**src/rtl/fp_pkg.sv**
```systemverilog
// Shared IEEE-754 single-precision types and helpers for the fp compare/reduce blocks.
package fp_pkg;

  localparam logic [31:0] FP_NAN_CANON = 32'h7FC0_0000;

  typedef struct packed {
    logic        sign;
    logic [7:0]  exp;
    logic [22:0] mant;
  } fp32_t;

  typedef enum logic [1:0] {IDLE, ACCUM, OUT} reduce_state_t;

  function automatic logic is_nan(fp32_t f);
    return (f.exp == 8'hFF) && (f.mant != '0);
  endfunction

endpackage

```
**src/rtl/fp_gt_cmp.sv**
```systemverilog
// Combinational a>b on IEEE-754 singles; +0 and -0 compare equal, NaNs never win.
module fp_gt_cmp
  import fp_pkg::*;
(
  input  logic [31:0] a,
  input  logic [31:0] b,
  output logic        gt,
  output logic        a_nan,
  output logic        b_nan
);

  fp32_t fa, fb;
  logic  both_zero;
  logic  mag_gt;
  logic  mag_lt;

  assign fa        = a;
  assign fb        = b;
  assign a_nan     = is_nan(fa);
  assign b_nan     = is_nan(fb);
  assign both_zero = (a[30:0] == '0) && (b[30:0] == '0);
  assign mag_gt    = a[30:0] > b[30:0];
  assign mag_lt    = a[30:0] < b[30:0];

  always_comb begin
    gt = 1'b0;
    if (a_nan || b_nan)
      gt = 1'b0;
    else if (fa.sign != fb.sign)
      gt = !fa.sign && !both_zero;
    else if (!fa.sign)
      gt = mag_gt;
    else
      gt = mag_lt;
  end

endmodule

```
**src/rtl/fp_max_reduce.sv**
```systemverilog
// Streaming max-reduction over an s_last-delimited vector of singles; returns max, its
// index and a NaN-seen flag one cycle after the final beat.
module fp_max_reduce
  import fp_pkg::*;
#(
  parameter int MAX_LEN = 1024,
  parameter int IDX_W   = $clog2(MAX_LEN)
) (
  input  logic             aclk,
  input  logic             aresetn,
  input  logic             s_valid,
  output logic             s_ready,
  input  logic [31:0]      s_data,
  input  logic             s_last,
  output logic             m_valid,
  input  logic             m_ready,
  output logic [31:0]      m_max,
  output logic [IDX_W-1:0] m_index,
  output logic             m_nan
);

  reduce_state_t    state, state_nxt;
  logic [IDX_W-1:0] count;
  logic [31:0]      max_q, max_nxt;
  logic [IDX_W-1:0] idx_q, idx_nxt;
  logic             nan_q, nan_nxt;
  logic             have_q, have_nxt;
  logic             gt, d_nan, max_nan;
  logic             accept, last_beat, take;

  fp_gt_cmp u_cmp (
    .a     (s_data),
    .b     (max_q),
    .gt    (gt),
    .a_nan (d_nan),
    .b_nan (max_nan)
  );

  // s_ready is held low for the whole reset assertion, not just after the first edge
  assign s_ready   = aresetn && (state != OUT);
  assign accept    = s_valid && s_ready;
  assign last_beat = s_last || (count == IDX_W'(MAX_LEN - 1));
  assign take      = !d_nan && (!have_q || max_nan || gt);

  always_comb begin
    max_nxt  = max_q;
    idx_nxt  = idx_q;
    nan_nxt  = nan_q || d_nan;
    have_nxt = have_q;
    if (take) begin
      max_nxt  = s_data;
      idx_nxt  = count;
      have_nxt = 1'b1;
    end
  end

  always_ff @(posedge aclk or negedge aresetn) begin
    if (!aresetn) state <= IDLE;
    else          state <= state_nxt;
  end

  always_comb begin
    state_nxt = state;
    case (state)
      IDLE:    if (accept) state_nxt = last_beat ? OUT : ACCUM;
      ACCUM:   if (accept && last_beat) state_nxt = OUT;
      OUT:     if (m_ready) state_nxt = IDLE;
      default: state_nxt = IDLE;
    endcase
  end

  // Accumulators are zero in IDLE, so the first beat loads through the normal update path
  always_ff @(posedge aclk or negedge aresetn) begin
    if (!aresetn) begin
      count   <= '0;
      max_q   <= '0;
      idx_q   <= '0;
      nan_q   <= 1'b0;
      have_q  <= 1'b0;
      m_valid <= 1'b0;
      m_max   <= '0;
      m_index <= '0;
      m_nan   <= 1'b0;
    end else begin
      m_valid <= (state_nxt == OUT);
      if (state == OUT) begin
        if (m_ready) begin
          count  <= '0;
          max_q  <= '0;
          idx_q  <= '0;
          nan_q  <= 1'b0;
          have_q <= 1'b0;
        end
      end else if (accept) begin
        max_q  <= max_nxt;
        idx_q  <= idx_nxt;
        nan_q  <= nan_nxt;
        have_q <= have_nxt;
        count  <= last_beat ? count : count + 1'b1;
        if (last_beat) begin
          m_max   <= have_nxt ? max_nxt : FP_NAN_CANON;
          m_index <= have_nxt ? idx_nxt : '0;
          m_nan   <= nan_nxt || !have_nxt;
        end
      end
    end
  end

endmodule

```
**config.mk**
```make
export PLATFORM = sky130hd
export DESIGN_NAME = fp_max_reduce
export DESIGN_NICKNAME = d
export VERILOG_FILES = /design/src/rtl/fp_pkg.sv /design/src/rtl/fp_gt_cmp.sv /design/src/rtl/fp_max_reduce.sv
export SDC_FILE = /design/constraint.sdc
export NUM_CORES = 1
export LEC_CHECK = 0
export BUFFER_PORTS_ARGS = -buffer_cell sky130_fd_sc_hd__buf_4
export CAP_MARGIN = 40
export CORE_MARGIN = 2
export CORE_UTILIZATION = 55
export CTS_CLUSTER_DIAMETER = 120
export DETAILED_ROUTE_END_ITERATION = 12
export HOLD_SLACK_MARGIN = 0.15
export PLACE_DENSITY_LB_ADDON = 0.3
export SLEW_MARGIN = 5
export SYNTH_ARGS = -nofsm -noshare
export SYNTH_HDL_FRONTEND = slang
export SYNTH_SLANG_ARGS = --single-unit
export TNS_END_PERCENT = 10
```
**constraint.sdc**
```tcl
create_clock -name aclk -period 3.3 [get_ports aclk]
set_input_delay 0.495 -clock aclk [delete_from_list [all_inputs] [get_ports aclk]]
set_output_delay 0.495 -clock aclk [all_outputs]
set_load 0.01 [all_outputs]
```
==> impl_metrics.py, run 1 <==
metrics = {
    "global_routing": {
        "use_met3": 0.0476,
        "busiest_layer": "met2",
        "track_usage": 0.276,
        "grtUsageMet1": 0.392,
        "grt-ovfl-total": 0,
        "grt_max_degree": 51,
        "grt_use_met2": 0.427,
        "grt_pass1_vias": 4759,
        "antenna_found_initial": 0,
        "grt_first_pass_wirelength_mm": 24.5,
    },
    "detailed_routing": {
        "wl_mm": 14.8,
        "dr_total_vias": 5020,
        "drt_pass1_iterations": 5,
        "drcViolationCount": 0,
        "viasPerCell": 6.22,
        "drt-initial-drc-count": 481,
        "ant_nets": 0,
        "routedWlPerCell_um": 18.3,
    },
    "critical_path": {
        "crit_path_cell_trace": "inv_1 -> ha_1 -> nand4_2 -> nor4_2 -> o41ai_4 -> a311o_4 -> a21oi_4 -> buf_12 -> mux2i_1",
        "start_kind": "register",
        "crit_buf_inv": 2,
        "end_kind": "register",
        "path_delay_family": "compound AO/OA/AOI/OAI gates",
        "critPathMaxFanout": 42,
        "critical_path_class": "register to register",
        "cp_slowest_cell": "a311o_4",
        "cp.arrival_ps": 3370,
        "slowest_delay_ps": 550,
        "required_ps": 3590,
    },
    "timing": {
        "slew_viol_final": 0,
        "layout_min_cycle_time_ps": 3080,
        "slew_headroom": 0.569,
        "rsz0062_at_grt": "no",
        "finalCritPeriodShare": 0.933,
        "worst_pin_slew_ps": 647,
        "finClkSkew_ps": 11.4,
        "finalSetupViolations": 0,
        "fmax_mhz": 325,
        "hold_violations": 0,
        "fin_setup_tns_ps": 0,
    },
    "placement": {
        "hpwl_mm": 10.4,
        "port_buffers": 81,
        "gp_congestion": 0.976,
        "placedCellCount": 791,
    },
    "yosys": {
        "ys_top_cells_by_count": "dfrtp_1, nand2_1, inv_1, nand4_1, mux2i_1",
        "yosys.area.top_type": "dfrtp_1",
        "syn_avg_cell_area_um2": 9.58,
        "syn_inst": 593,
        "ys_seq_area_frac": 0.441,
        "synth_ff_type": "dfrtp_1",
        "syn_nets": 662,
        "synth_top_area_frac": 0.441,
        "synth.distinct_cells": 53,
        "synth-seq-cells": 100,
        "yosysMostFrequentCell": "dfrtp_1",
        "synth_edf_count": 0,
        "async_reset_ff_frac": 1.00,
        "yosys_warnings": 0,
        "synth_area_um2": 5680,
        "yosys-top-cells-area": "dfrtp_1, mux2i_1, ha_1",
    },
    "job": {
        "maxCapViolCount": 0,
    },
    "clocking": {
        "cts-resized-gates": 0,
        "clk_path_buf_depth": 2,
        "ctsRootBufferMaster": "clkbuf_8",
        "worstSkewPairLatency_ps": 380,
        "htreeDepth": 3,
        "clock-sinks": 100,
        "clk_pin_slew_ps": 100,
        "tritoncts": "done",
        "numCtsBuffers": 9,
    },
    "power_and_ir_drop": {
        "switching_share": 0.412,
        "p_switching_mw": 2.04,
        "seq_power_share": 0.428,
        "clock_power_share": 0.149,
        "combPwrFrac": 0.423,
        "leakagePower_nw": 3.08,
        "intPower_mw": 2.92,
        "ir_drop_mv": 0.410,
        "power.density_nw_per_um2": 753,
    },
    "floorplanning": {
        "fp.dieW_um": 106,
        "start_util": 0.558,
        "die_h_um": 106,
        "rows": 37,
        "core_region_area_um2": 10200,
        "num_io_pins": 82,
        "dieArea_um2": 11200,
    },
    "finish": {
        "fin_cells": 807,
        "syn_to_final_growth_pct": 16.0,
        "drive_above_1_share": 0.186,
        "nets": 736,
        "multi_input_area_um2": 2700,
        "num_antenna_cells": 0,
        "seq_area_um2": 2500,
        "nFillCells": 862,
    },
    "worst_hold_path": {
        "hp-class": "primary input to register",
    },
    "outcome": {
        "outcome": "finished clean",
    },
}
## registers in the layout, summed over array words and instances, names as in the netlist
name	flops
m_nan	1
idx_q	10
count	10
m_max	32
m_index	10
max_q	32
state	2
have_q	1
m_valid	1
nan_q	1
## through the flow
step / util / hold slack [ps] / power [mW] / setup slack [ps] / instance area [um2]
final: 0.647 / 324 / 4.96 / 220 / 6590
after CTS: 0.647 / 318 / 4.96 / 232 / 6590
after global routing: 0.647 / 314 / 5.32 / 0.706 / 6590
after global placement: 0.627 / 327 / 4.10 / 223 / 6390
after detailed placement: 0.629 / 327 / 4.22 / 117 / 6400
after floorplan: - / 199 / 3.40 / 590 / 5680
## timing repair
action	CTS	global route
hold buffers	1	0
setup buffers	0	0
endpoints found under the hold margin	3	0
## path summary, 6_finish.rpt
check | start | endpoint | slack [ps] | depth (start not counted)
hold reg to reg | state[1] | state[0] | 490 | 1
hold / removal | m_ready | m_valid | 320 | 2
setup reg to reg | max_q[29] | max_q[12] | 220 | 9
min in group asynchronous | aresetn | m_valid | 470 | 2
setup / recovery | max_q[29] | max_q[12] | 220 | 9
max in group asynchronous | aresetn | m_max[28] | 1330 | 4
## power by group through the flow
stage	sequential, mW	combinational (mW)	clock, mW
final	2.12	2.10	0.739
after floorplan	2.12	1.28	0
after global routing	2.18	2.34	0.796
after global placement	2.11	1.99	0
after CTS	2.11	2.10	0.751
after detailed placement	2.13	2.08	0
## metal layers
layer	routed length [um]	up-vias	part of all wire
li1	-	2276	-
met1	6270	2446	0.42
met2	6920	260	0.47
met3	1250	38	0.085
met4	321	0	0.022
met5	0	-	0
## final cells by class
class / instances / area share
repair buffers: 97 / 0.115
flip-flops and latches: 100 / 0.380
clock inverters: 6 / 0.00760
well taps: 136 / 0.0258
multi-input cells: 385 / 0.410
inverters: 74 / 0.0422
clock buffers: 9 / 0.0188
## worst register-to-register path, cell delays in order, from the launching register on
cell and delay, ps:
dfrtp_1 450, inv_1 60, ha_1 330, nand4_2 170, nor4_2 490, o41ai_4 180
a311o_4 550, a21oi_4 180, buf_12 310, mux2i_1 280
## cells by family (layout without fill, tap and decap cells)
logic type | after synthesis | after routing | synth area share
AND/OR/NAND/NOR | 210 | 210 | 0.183
buffers and inverters | 108 | 186 | 0.0848
flip-flops | 100 | 100 | 0.441
AO/OA/AOI/OAI | 93 | 93 | 0.135
multiplexers | 43 | 43 | 0.0758
adder cells (fa/ha/maj) | 32 | 32 | 0.0705
XOR/XNOR | 7 | 7 | 0.0108
## layout by cell type (no fill, tap or decap), drive strengths merged, types with 3 or more instances in the layout
cell type	count
o311ai	32
clkbuf	9
mux2i	43
clkinvlp	3
dfrtp	100
nand2	88
o21ai	7
and3	13
nor2	22
nand3	12
nor4	14
nor3	7
o32a	9
xnor2	7
buf	96
ha	32
inv	76
a21oi	24
nand4	45
No activity file was read; power rests on OpenSTA's default activity.
==> run 2: changes to the inputs <==
REMOVE_ABC_BUFFERS = 1   (was not set)
==> impl_metrics.py, run 2 (same netlist as run 1, synthesis figures left out) <==
metrics = {
    "finish": {
        "layout_common_cells": "dfrtp_1, buf_4, nand2_1",
        "reg_top3": "m_max: 32 flops, max_q: 32 flops",
        "final_common_cell": "dfrtp_1",
        "nets": 740,
        "drive_above_1_share": 0.191,
        "num_antenna_cells": 0,
        "fin_cells": 812,
        "syn_to_final_growth_pct": 16.5,
    },
    "global_routing": {
        "track_usage": 0.278,
        "grt-ovfl-total": 0,
        "grt_max_degree": 49,
        "antenna_found_initial": 0,
        "grt_pass1_vias": 5012,
        "grt_first_pass_wirelength_mm": 24.9,
    },
    "timing": {
        "finClkSkew_ps": 12.5,
        "worst_pin_slew_ps": 668,
        "fmax_mhz": 332,
        "finalWorstSetupSlack_ps": 286,
        "finalSetupViolations": 0,
        "rsz0062_at_grt": "no",
        "slew_viol_final": 0,
        "slew_headroom": 0.553,
        "hold_violations": 0,
        "finalCritPeriodShare": 0.913,
        "holdWs_ps": 328,
        "layout_min_cycle_time_ps": 3010,
    },
    "detailed_routing": {
        "drcViolationCount": 0,
        "wl_mm": 14.8,
        "ant_nets": 0,
        "viasPerCell": 6.08,
        "drt_pass1_iterations": 7,
        "routedWlPerCell_um": 18.3,
        "dr_total_vias": 4935,
        "drt-initial-drc-count": 288,
    },
    "clocking": {
        "cts-resized-gates": 0,
        "numCtsBuffers": 9,
        "worstSkewPairLatency_ps": 370,
        "post_cts_buffers": 0,
        "clock-sinks": 100,
        "clk_pin_slew_ps": 100,
        "tritoncts": "done",
        "ctsRootBufferMaster": "clkbuf_8",
        "htreeDepth": 3,
        "clk_path_buf_depth": 2,
    },
    "floorplanning": {
        "dieArea_um2": 11200,
        "start_util": 0.558,
        "die_h_um": 106,
        "core_region_area_um2": 10200,
        "fp.dieW_um": 106,
        "num_io_pins": 82,
        "rows": 37,
    },
    "critical_path": {
        "critPathMaxFanout": 33,
        "required_ps": 3530,
        "start_kind": "register",
        "critical_path_class": "register to register",
        "end_kind": "register",
        "cp.arrival_ps": 3240,
    },
    "worst_hold_path": {
        "hp-class": "primary input to register",
    },
    "power_and_ir_drop": {
        "power.density_nw_per_um2": 748,
        "ir_drop_mv": 0.326,
        "leakagePower_nw": 3.10,
    },
    "placement": {
        "hpwl_mm": 10.5,
        "port_buffers": 81,
        "pre_cts_ws_ps": 106,
        "placedCellCount": 795,
        "gp_congestion": 0.974,
    },
    "job": {
        "maxCapViolCount": 0,
    },
    "outcome": {
        "outcome": "finished clean",
    },
}
[run 2: path summary, 6_finish.rpt]
| path | end | slack, ps | start | depth (start not counted) |
|---|---|---|---|---|
| max | m_max[14] | 290 | max_q[4] | 9 |
| min | m_valid | 330 | m_ready | 2 |
| max reg2reg | m_max[14] | 290 | max_q[4] | 9 |
| min reg2reg | count[8] | 490 | count[8] | 1 |
| max in group asynchronous | m_index[0] | 1330 | aresetn | 4 |
| min in group asynchronous | m_index[3] | 520 | aresetn | 2 |
[run 2: critical path, cell delays in order (launching register included)]
cell	delay [ps]
dfrtp_1	430
inv_1	60
ha_1	290
a211oi_1	210
nor2_1	70
o31a_1	280
o41ai_4	390
a311o_4	470
and2_4	470
o311ai_0	170
[run 2: layout make-up]
type | count | area (um2)
Inverter | 74 | 278
Clock buffer | 11 | 141
Fill cell | 851 | 3570
Multi-Input combinational cell | 385 | 2700
Sequential cell | 100 | 2500
Clock inverter | 5 | 37.5
Timing Repair Buffer | 101 | 786
Tap cell | 136 | 170
[run 2: where the power goes]
group / switching (mW) / internal [mW]
registers: 0.411 / 1.70
logic: 1.16 / 0.955
clock network: 0.433 / 0.297
[run 2: stage by stage]
step	utilization	cell area (um2)	TNS, ps	power, mW
global route	0.650	6620	0	5.33
floorplan	-	5480	-34730	3.31
CTS	0.650	6620	0	4.97
finish	0.650	6620	0	4.95
global placement	0.631	6430	0	4.12
detailed placement	0.631	6430	0	4.24
[run 2: per-layer routing]
metal | track usage | share of wire | vias up
met2 | 0.455 | 0.49 | 191
met5 | 0 | 0 | -
met4 | 0.0959 | 0.016 | 0
met1 | 0.379 | 0.43 | 2433
met3 | 0.0408 | 0.066 | 24
li1 | - | - | 2287
[run 2: what timing repair did]
action	4_1_cts	5_1_grt
hold buffers	1	0
endpoints found under the hold margin	11	0
endpoints found under the setup margin	0	0
